File: config.mk
export PLATFORM = sky130hd
export DESIGN_NAME = mux5_arbiter
export DESIGN_NICKNAME = d
export VERILOG_FILES = /design/src/rtl/mux5_arbiter.sv
export SDC_FILE = /design/constraint.sdc
export NUM_CORES = 1
export LEC_CHECK = 0
export BUFFER_PORTS_ARGS = -buffer_cell sky130_fd_sc_hd__buf_2
export CORE_MARGIN = 1.5
export CORE_UTILIZATION = 40
export DETAILED_ROUTE_END_ITERATION = 6
export PLACE_DENSITY_LB_ADDON = 0.05
export SETUP_SLACK_MARGIN = 0.2
export SLEW_MARGIN = 20
export SYNTH_ARGS = -nofsm -noshare
export SYNTH_HDL_FRONTEND = slang
export SYNTH_SLANG_ARGS = --single-unit
File: constraint.sdc
create_clock -name clk -period 4.54 [get_ports clk]
set_input_delay 0.454 -clock clk [delete_from_list [all_inputs] [get_ports clk]]
set_output_delay 0.454 -clock clk [all_outputs]
set_load 0.01 [all_outputs]
File: src/rtl/mux5_arbiter.sv
// Round-robin arbiter for a shared 5:1 mux: one-hot grant, registered select,
// bounded ownership of MAX_HOLD cycles whenever another requester is waiting.
module mux5_arbiter #(
   parameter int unsigned MAX_HOLD = 8
) (
   input  logic       clk,
   input  logic       rst_n,
   input  logic [4:0] req,
   output logic [4:0] gnt,
   output logic [2:0] sel,
   output logic       busy
);

   typedef enum logic {IDLE, GRANT} state_t;

   localparam logic [2:0] IDLE_SEL = 3'b101;
   localparam logic [7:0] HOLD_MAX = 8'(MAX_HOLD);

   state_t     fsm, fsm_n;
   logic [2:0] owner, owner_n;
   logic [2:0] ptr, ptr_n;
   logic [7:0] hold_cnt, hold_cnt_n;
   logic [4:0] gnt_n;
   logic [2:0] sel_n;
   logic       own_req, others;

   // Index arithmetic wraps at 5, never at 8.
   function automatic logic [2:0] inc5(input logic [2:0] x);
      return (x == 3'd4) ? 3'd0 : x + 3'd1;
   endfunction

   function automatic logic [2:0] pick(input logic [4:0] r, input logic [2:0] start);
      logic [2:0] idx;
      logic [2:0] res;
      logic       found;
      idx   = start;
      res   = start;
      found = 1'b0;
      for (int k = 0; k < 5; k++) begin
         if (!found && r[idx]) begin
            res   = idx;
            found = 1'b1;
         end
         idx = inc5(idx);
      end
      return res;
   endfunction

   assign own_req = |(req & (5'b00001 << owner));
   assign others  = |(req & ~(5'b00001 << owner));

   // NOTE: every signal written here gets a default first, so no path leaves
   // a value unassigned and no latch is inferred.
   always_comb begin
      fsm_n      = fsm;
      owner_n    = owner;
      ptr_n      = ptr;
      hold_cnt_n = hold_cnt;
      unique case (fsm)
         IDLE: begin
            if (req != 5'b00000) begin
               owner_n    = pick(req, ptr);
               ptr_n      = inc5(owner_n);
               hold_cnt_n = 8'd1;
               fsm_n      = GRANT;
            end
         end
         GRANT: begin
            if (!own_req && others) begin
               owner_n    = pick(req, inc5(owner));
               ptr_n      = inc5(owner_n);
               hold_cnt_n = 8'd1;
            end else if (!own_req) begin
               fsm_n      = IDLE;
               hold_cnt_n = 8'd0;
            end else if (hold_cnt == HOLD_MAX && others) begin
               owner_n    = pick(req, inc5(owner));
               ptr_n      = inc5(owner_n);
               hold_cnt_n = 8'd1;
            end else if (hold_cnt == HOLD_MAX) begin
               // Sole requester: re-arm the window, grant stays continuous.
               hold_cnt_n = 8'd1;
            end else begin
               hold_cnt_n = hold_cnt + 8'd1;
            end
         end
         default: fsm_n = IDLE;
      endcase

      gnt_n = 5'b00000;
      sel_n = IDLE_SEL;
      if (fsm_n == GRANT) begin
         gnt_n = 5'b00001 << owner_n;
         sel_n = owner_n;
      end
   end

   // NOTE: sequential state uses non-blocking assignments so every register
   // samples the pre-edge values regardless of statement order.
   always_ff @(posedge clk) begin
      if (!rst_n) begin
         fsm      <= IDLE;
         owner    <= 3'd0;
         ptr      <= 3'd0;
         hold_cnt <= 8'd0;
         gnt      <= 5'b00000;
         sel      <= IDLE_SEL;
         busy     <= 1'b0;
      end else begin
         fsm      <= fsm_n;
         owner    <= owner_n;
         ptr      <= ptr_n;
         hold_cnt <= hold_cnt_n;
         gnt      <= gnt_n;
         sel      <= sel_n;
         busy     <= (fsm_n == GRANT);
      end
   end

endmodule

==> results of run 1 <==
==> area by class of cell <==
type                    instances  area, µm²  area share [%]
clock buffers                   3       41.3            1.10
clock inverters                 1       5.00           0.133
inverters                      32        120            3.20
multi-input cells             354       2670            71.1
flip-flops and latches         23        469            12.5
well taps                     102        128            3.40
repair buffers                 47        319            8.51
==> metal layers <==
metal  up-vias  wire [µm]  track usage, %
met5         -          0               0
met4         0        233            7.18
met3        19        584            1.74
met2       140       4570            39.7
met1      1719       4750            33.3
li1       1726          -               -
==> state kept, by name, indices dropped and copies added, names as in the netlist <==
signal,count
hold_cnt,8
gnt,5
owner,3
ptr,3
sel,3
fsm,1
==> how the worst max path moves through the flow <==
stage | start | to | slack, ns | cells past startpoint
after floorplan | ptr[0]$_SDFFE_PN0P_ | ptr[1]$_SDFFE_PN0P_ | 0.20 | 25
after global placement | ptr[0]$_SDFFE_PN0P_ | ptr[1]$_SDFFE_PN0P_ | 0.03 | 22
after detailed placement | ptr[1]$_SDFFE_PN0P_ | ptr[1]$_SDFFE_PN0P_ | 0.05 | 22
after CTS | ptr[1]$_SDFFE_PN0P_ | ptr[1]$_SDFFE_PN0P_ | 0.20 | 19
after global routing | ptr[1]$_SDFFE_PN0P_ | ptr[1]$_SDFFE_PN0P_ | 0.09 | 19
final | ptr[1]$_SDFFE_PN0P_ | ptr[1]$_SDFFE_PN0P_ | 0.24 | 19
==> layout by cell type, fill, tap and decap left out, types with 10 or more instances in the layout <==
cell | Yosys | final
a21oi_1 | 35 | 32
buf_2 | 3 | 15
buf_4 | 0 | 31
dfxtp_1 | 23 | 20
ha_1 | 20 | 14
inv_1 | 29 | 25
nand2_1 | 26 | 26
nand3_1 | 17 | 17
nor2_1 | 34 | 34
nor3b_1 | 10 | 10
o21ai_0 | 25 | 23
==> kinds of logic after synthesis <==
kind of cell / count (synthesis) / share of synthesized area (%)
AOI/OAI and AO/OA: 173 / 40.7
xor gates and xnor gates: 1 / 0.278
adders and majority gates: 20 / 7.95
buffers and inverters: 52 / 6.32
DFF: 23 / 14.6
muxes: 11 / 4.05
and+or+nand+nor: 149 / 26.1
==> stage by stage <==
stage / cells / cell area [µm²]
floorplan: 429 / 3250
global placement: 553 / 3550
detailed placement: 553 / 3550
CTS: 559 / 3650
global route: 562 / 3750
finish: 562 / 3750
==> timing repair <==
| action | in CTS | in global routing |
|---|---|---|
| pin swaps | 4 | 6 |
| resized for setup | 7 | 22 |
| buffers inserted | 2 | 3 |
| hold buffers | 0 | 0 |
| setup endpoints to repair | 1 | 8 |
==> critical path, delay by kind of cell, from the launching register on <==
family	cells	cell delay (ns)
AO/OA/AOI/OAI	7	1.69
adder cells (fa/ha/maj)	4	0.85
buffers and inverters	4	0.25
flip-flops	1	0.36
AND/OR/NAND/NOR	4	1.06
==> impl_metrics.env, run 1 <==
export IMPL_relSlewSlack_pct=30.5
export IMPL_n_antenna_cell=0
export IMPL_num_fill_cells=808
export IMPL_tightest_slew_ns=1.03
export IMPL_yosysSeqAreaShare_pct=14.6
export IMPL_ff2ff_setup_slack_ns=0.24
export IMPL_route_final_wire_length_mm=10.1
export IMPL_grt_start_max_net_pins=23
export IMPL_synth_edff_count=0
export IMPL_dieHeight_um=91.7
export IMPL_synthFlopType="dfxtp_1"
export IMPL_boundaryPins=16
export IMPL_clk_latency_ns=0.27
export IMPL_final_period_utilization_pct=94.7
export IMPL_antenna_found_initial=0
export IMPL_clock_sinks=23
export IMPL_drv_cap=0
export IMPL_critPathRequiredTime_ns=4.75
export IMPL_rsz0062_at_grt="yes"
export IMPL_r2r_cells=19
export IMPL_synth_seq_cells=23
export IMPL_track_usage_pct=24.0
export IMPL_numCtsBuffers=3
export IMPL_worstPathArrival_ns=4.51
export IMPL_syn_to_final_growth_pct=19.1
export IMPL_hpwlAfterDp_mm=7.77
export IMPL_cts_htree_levels=1
export IMPL_layout_setup_ws_ns=0.241
export IMPL_via_count=3604
export IMPL_synthMostInstantiatedCell="a21oi_1"
export IMPL_holdPathStages=3
export IMPL_fin_skew_ns=0.00504
export IMPL_timing_rr_start="ptr[1]$_SDFFE_PN0P_"
export IMPL_crit_type="reg2reg"
export IMPL_cp_end_kind="flip-flop"
export IMPL_synth_common_cells="35 x a21oi_1, 34 x nor2_1, 29 x inv_1"
export IMPL_die_w_um=91.7
export IMPL_final_max_slew_viol_count=0
export IMPL_hold_path_end="ptr[0]$_SDFFE_PN0P_"
export IMPL_crit_fanout=8
export IMPL_io_buffers=15
export IMPL_setup_violations=0
export IMPL_cp_slowest_cell="or4_4"
export IMPL_hold_viol=0
export IMPL_status="completed"
export IMPL_netlist_area_leader_share_pct=14.6
export IMPL_worstHoldPathType="in2reg"
export IMPL_syn_area_um2=3150
export IMPL_drt_pass1_iterations=5
export IMPL_syn_inst=429
export IMPL_coreArea_um2=7690
export IMPL_fp_dieArea_um2=8410
export IMPL_critPathLaunchType="flip-flop"
export IMPL_layout_drive_gt1_share_pct=24.8
export IMPL_max_freq_mhz=233
export IMPL_synth_area_leaders="dfxtp_1 15%, ha_1 7.9%, a21oi_1 5.6%"
export IMPL_tns_ns=0
export IMPL_cts_clk_slew_worst_paths_ns=0.08
export IMPL_hp_start="rst_n"
export IMPL_drc=0
export IMPL_dp_slack_ns=0.0497
export IMPL_critical_path_max_stage_delay_ns=0.56
export IMPL_grt_pass1_vias=3371
export IMPL_ys_types=83
export IMPL_place_congestion=0.956
export IMPL_synth_fp_nets=456
export IMPL_gr_total_overflow=0
export IMPL_detail_route_vias_per_cell=6.41
export IMPL_nNetsFinal=488
export IMPL_grt_pass1_wl_mm=16.6
export IMPL_hold_slack_ns=0.467
export IMPL_async_flop_share_pct=0
export IMPL_start_util_pct=41.0
export IMPL_yosys_warnings=0
export IMPL_worstReg2RegEnd="ptr[1]$_SDFFE_PN0P_"
export IMPL_utilization_pct=48.8
export IMPL_period_needed_ns=4.30
export IMPL_cts_root_buf="clkbuf_8"
export IMPL_cts_buffer_depth=2
export IMPL_rows=32
export IMPL_crit_chain="inv_2 -> ha_4 -> a21o_1 -> ha_4 -> nand4bb_1 -> and3_4 -> inv_1 -> ha_4 -> or4_4 -> and2_4 -> a311o_1 -> a211o_2 -> a41oi_2 -> inv_1 -> ha_2 -> inv_1 -> a311oi_2 -> a31oi_1 -> a21oi_1"
export IMPL_antenna_left=0
export IMPL_drt_iter0_markers=351
export IMPL_syn_area_per_cell_um2=7.34
export IMPL_cts_tree="built"
export IMPL_synth_largest_area_cell="dfxtp_1"
export IMPL_wl_per_cell_um=18.0
Power of run 1 is not shown: default switching activity piles up to over one toggle a cycle in this logic, so the estimate is an artifact.
==> inputs of run 2 (changes only) <==
Settings changed: CORE_MARGIN 1.5 to not set.
==> impl_metrics.env, run 2 (same netlist as run 1, synthesis figures left out) <==
export IMPL_status="completed"
export IMPL_rsz0062_at_grt="yes"
export IMPL_setup_violations=0
export IMPL_cts_htree_levels=1
export IMPL_coreArea_um2=7450
export IMPL_max_freq_mhz=237
export IMPL_cpLargestDelayFamily="compound AO/OA/AOI/OAI gates"
export IMPL_cts_root_buf="clkbuf_8"
export IMPL_hold_viol=0
export IMPL_fin_skew_ns=0.00820
export IMPL_crit_top_cell="ha_4"
export IMPL_wl_per_cell_um=18.3
export IMPL_layout_common_cells="43 x buf_4, 34 x nor2_1, 31 x a21oi_1"
export IMPL_hp_start="rst_n"
export IMPL_detail_route_vias_per_cell=6.49
export IMPL_syn_to_final_growth_pct=24.9
export IMPL_worstPathArrival_ns=4.42
export IMPL_setup_worst_path_start="ptr[0]$_SDFFE_PN0P_"
export IMPL_io_buffers=15
export IMPL_largest_reg_flops=8
export IMPL_largestRegisters="hold_cnt (8), gnt (5)"
export IMPL_nNetsFinal=499
export IMPL_crit_fanout=7
export IMPL_fp_dieArea_um2=8230
export IMPL_tightest_slew_ns=0.984
export IMPL_cp_slowest_cell="or4_4"
export IMPL_drt_iter0_markers=336
export IMPL_drc=0
export IMPL_crit_chain="inv_2 -> ha_4 -> a21o_1 -> ha_4 -> nand4bb_1 -> and3_4 -> inv_1 -> ha_4 -> or4_4 -> buf_4 -> and3_4 -> o31ai_4 -> buf_4 -> a2111oi_2 -> a41oi_2 -> inv_2 -> ha_4 -> inv_1 -> o31ai_2 -> a311oi_2 -> a31oi_1 -> a21oi_1"
export IMPL_via_count=3699
export IMPL_tns_ns=0
export IMPL_antenna_left=0
export IMPL_clk_latency_ns=0.27
export IMPL_period_needed_ns=4.22
export IMPL_critPathRequiredTime_ns=4.73
export IMPL_grt_pass1_vias=3313
export IMPL_gr_total_overflow=0
export IMPL_grt_pass1_wl_mm=16.7
export IMPL_final_max_slew_viol_count=0
export IMPL_cts_clk_slew_worst_paths_ns=0.08
export IMPL_relSlewSlack_pct=33.8
export IMPL_cts_tree="built"
export IMPL_clock_sinks=23
export IMPL_start_util_pct=42.3
export IMPL_final_common_cell="buf_4"
export IMPL_rows=31
export IMPL_die_w_um=90.7
export IMPL_track_usage_pct=24.7
export IMPL_timing_rr_start="ptr[0]$_SDFFE_PN0P_"
export IMPL_crit_type="reg2reg"
export IMPL_layout_drive_gt1_share_pct=27.8
export IMPL_dieHeight_um=90.7
export IMPL_num_fill_cells=725
export IMPL_critical_path_max_stage_delay_ns=0.56
export IMPL_antenna_found_initial=0
export IMPL_critPathLaunchType="flip-flop"
export IMPL_layout_setup_ws_ns=0.319
export IMPL_hpwlAfterDp_mm=7.73
export IMPL_numCtsBuffers=3
export IMPL_crit_buf_inv=6
export IMPL_worstHoldPathType="in2reg"
export IMPL_grt_start_max_net_pins=23
export IMPL_boundaryPins=16
export IMPL_cts_buffer_depth=2
export IMPL_regMostFlops="hold_cnt"
export IMPL_final_period_utilization_pct=93.0
export IMPL_drt_pass1_iterations=4
export IMPL_n_antenna_cell=0
export IMPL_drv_cap=0
export IMPL_cp_end_kind="flip-flop"
export IMPL_dp_slack_ns=0.0168
export IMPL_route_final_wire_length_mm=10.5
export IMPL_place_congestion=0.940
run 2: per-layer routing:
layer	share of wire, %	track usage [%]	routed length (µm)	up-vias
met5	0	0	0	-
met4	1.8	4.44	187	0
met3	5.5	2.53	579	20
met2	45	40.2	4720	148
met1	48	35.1	4970	1778
li1	-	-	-	1753
run 2: timing repair:
action,4_1_cts,5_1_grt
pin swaps,8,21
setup endpoints to repair,1,11
gates cloned,0,0
gates resized for setup,10,35
hold buffers,0,0
setup buffers,5,9
run 2: worst register-to-register path: cells and delay by family, from the launching register on:
family,cells,cell delay (ns)
AO/OA/AOI/OAI,8,1.46
adder cells (fa/ha/maj),4,0.72
buffers and inverters,6,0.62
flip-flops,1,0.36
AND/OR/NAND/NOR,4,1.02
run 2: worst paths after layout:
check,depth (start not counted),slack [ns],to
setup / recovery,22,0.32,ptr[1]$_SDFFE_PN0P_
hold reg to reg,2,0.52,hold_cnt[1]$_SDFFE_PN0P_
setup reg to reg,22,0.32,ptr[1]$_SDFFE_PN0P_
hold / removal,3,0.47,ptr[0]$_SDFFE_PN0P_
run 2: final cells by class:
class	instances	area [µm²]	share of cell area, %
multi-input cells	354	2770	70.6
flip-flops and latches	23	470	12.0
repair buffers	58	398	10.1
well taps	99	124	3.15
inverters	32	120	3.06
clock buffers	4	45.0	1.15
run 2: metrics by stage:
stage	hold slack, ns	instances	util (%)	cell area (µm²)
floorplan	0.469	429	-	3250
global placement	0.507	552	47.9	3570
CTS	0.468	561	49.4	3680
detailed placement	0.493	552	47.9	3570
finish	0.470	570	52.8	3930
global route	0.461	570	52.8	3930
Power of run 2 is left out for the same reason.
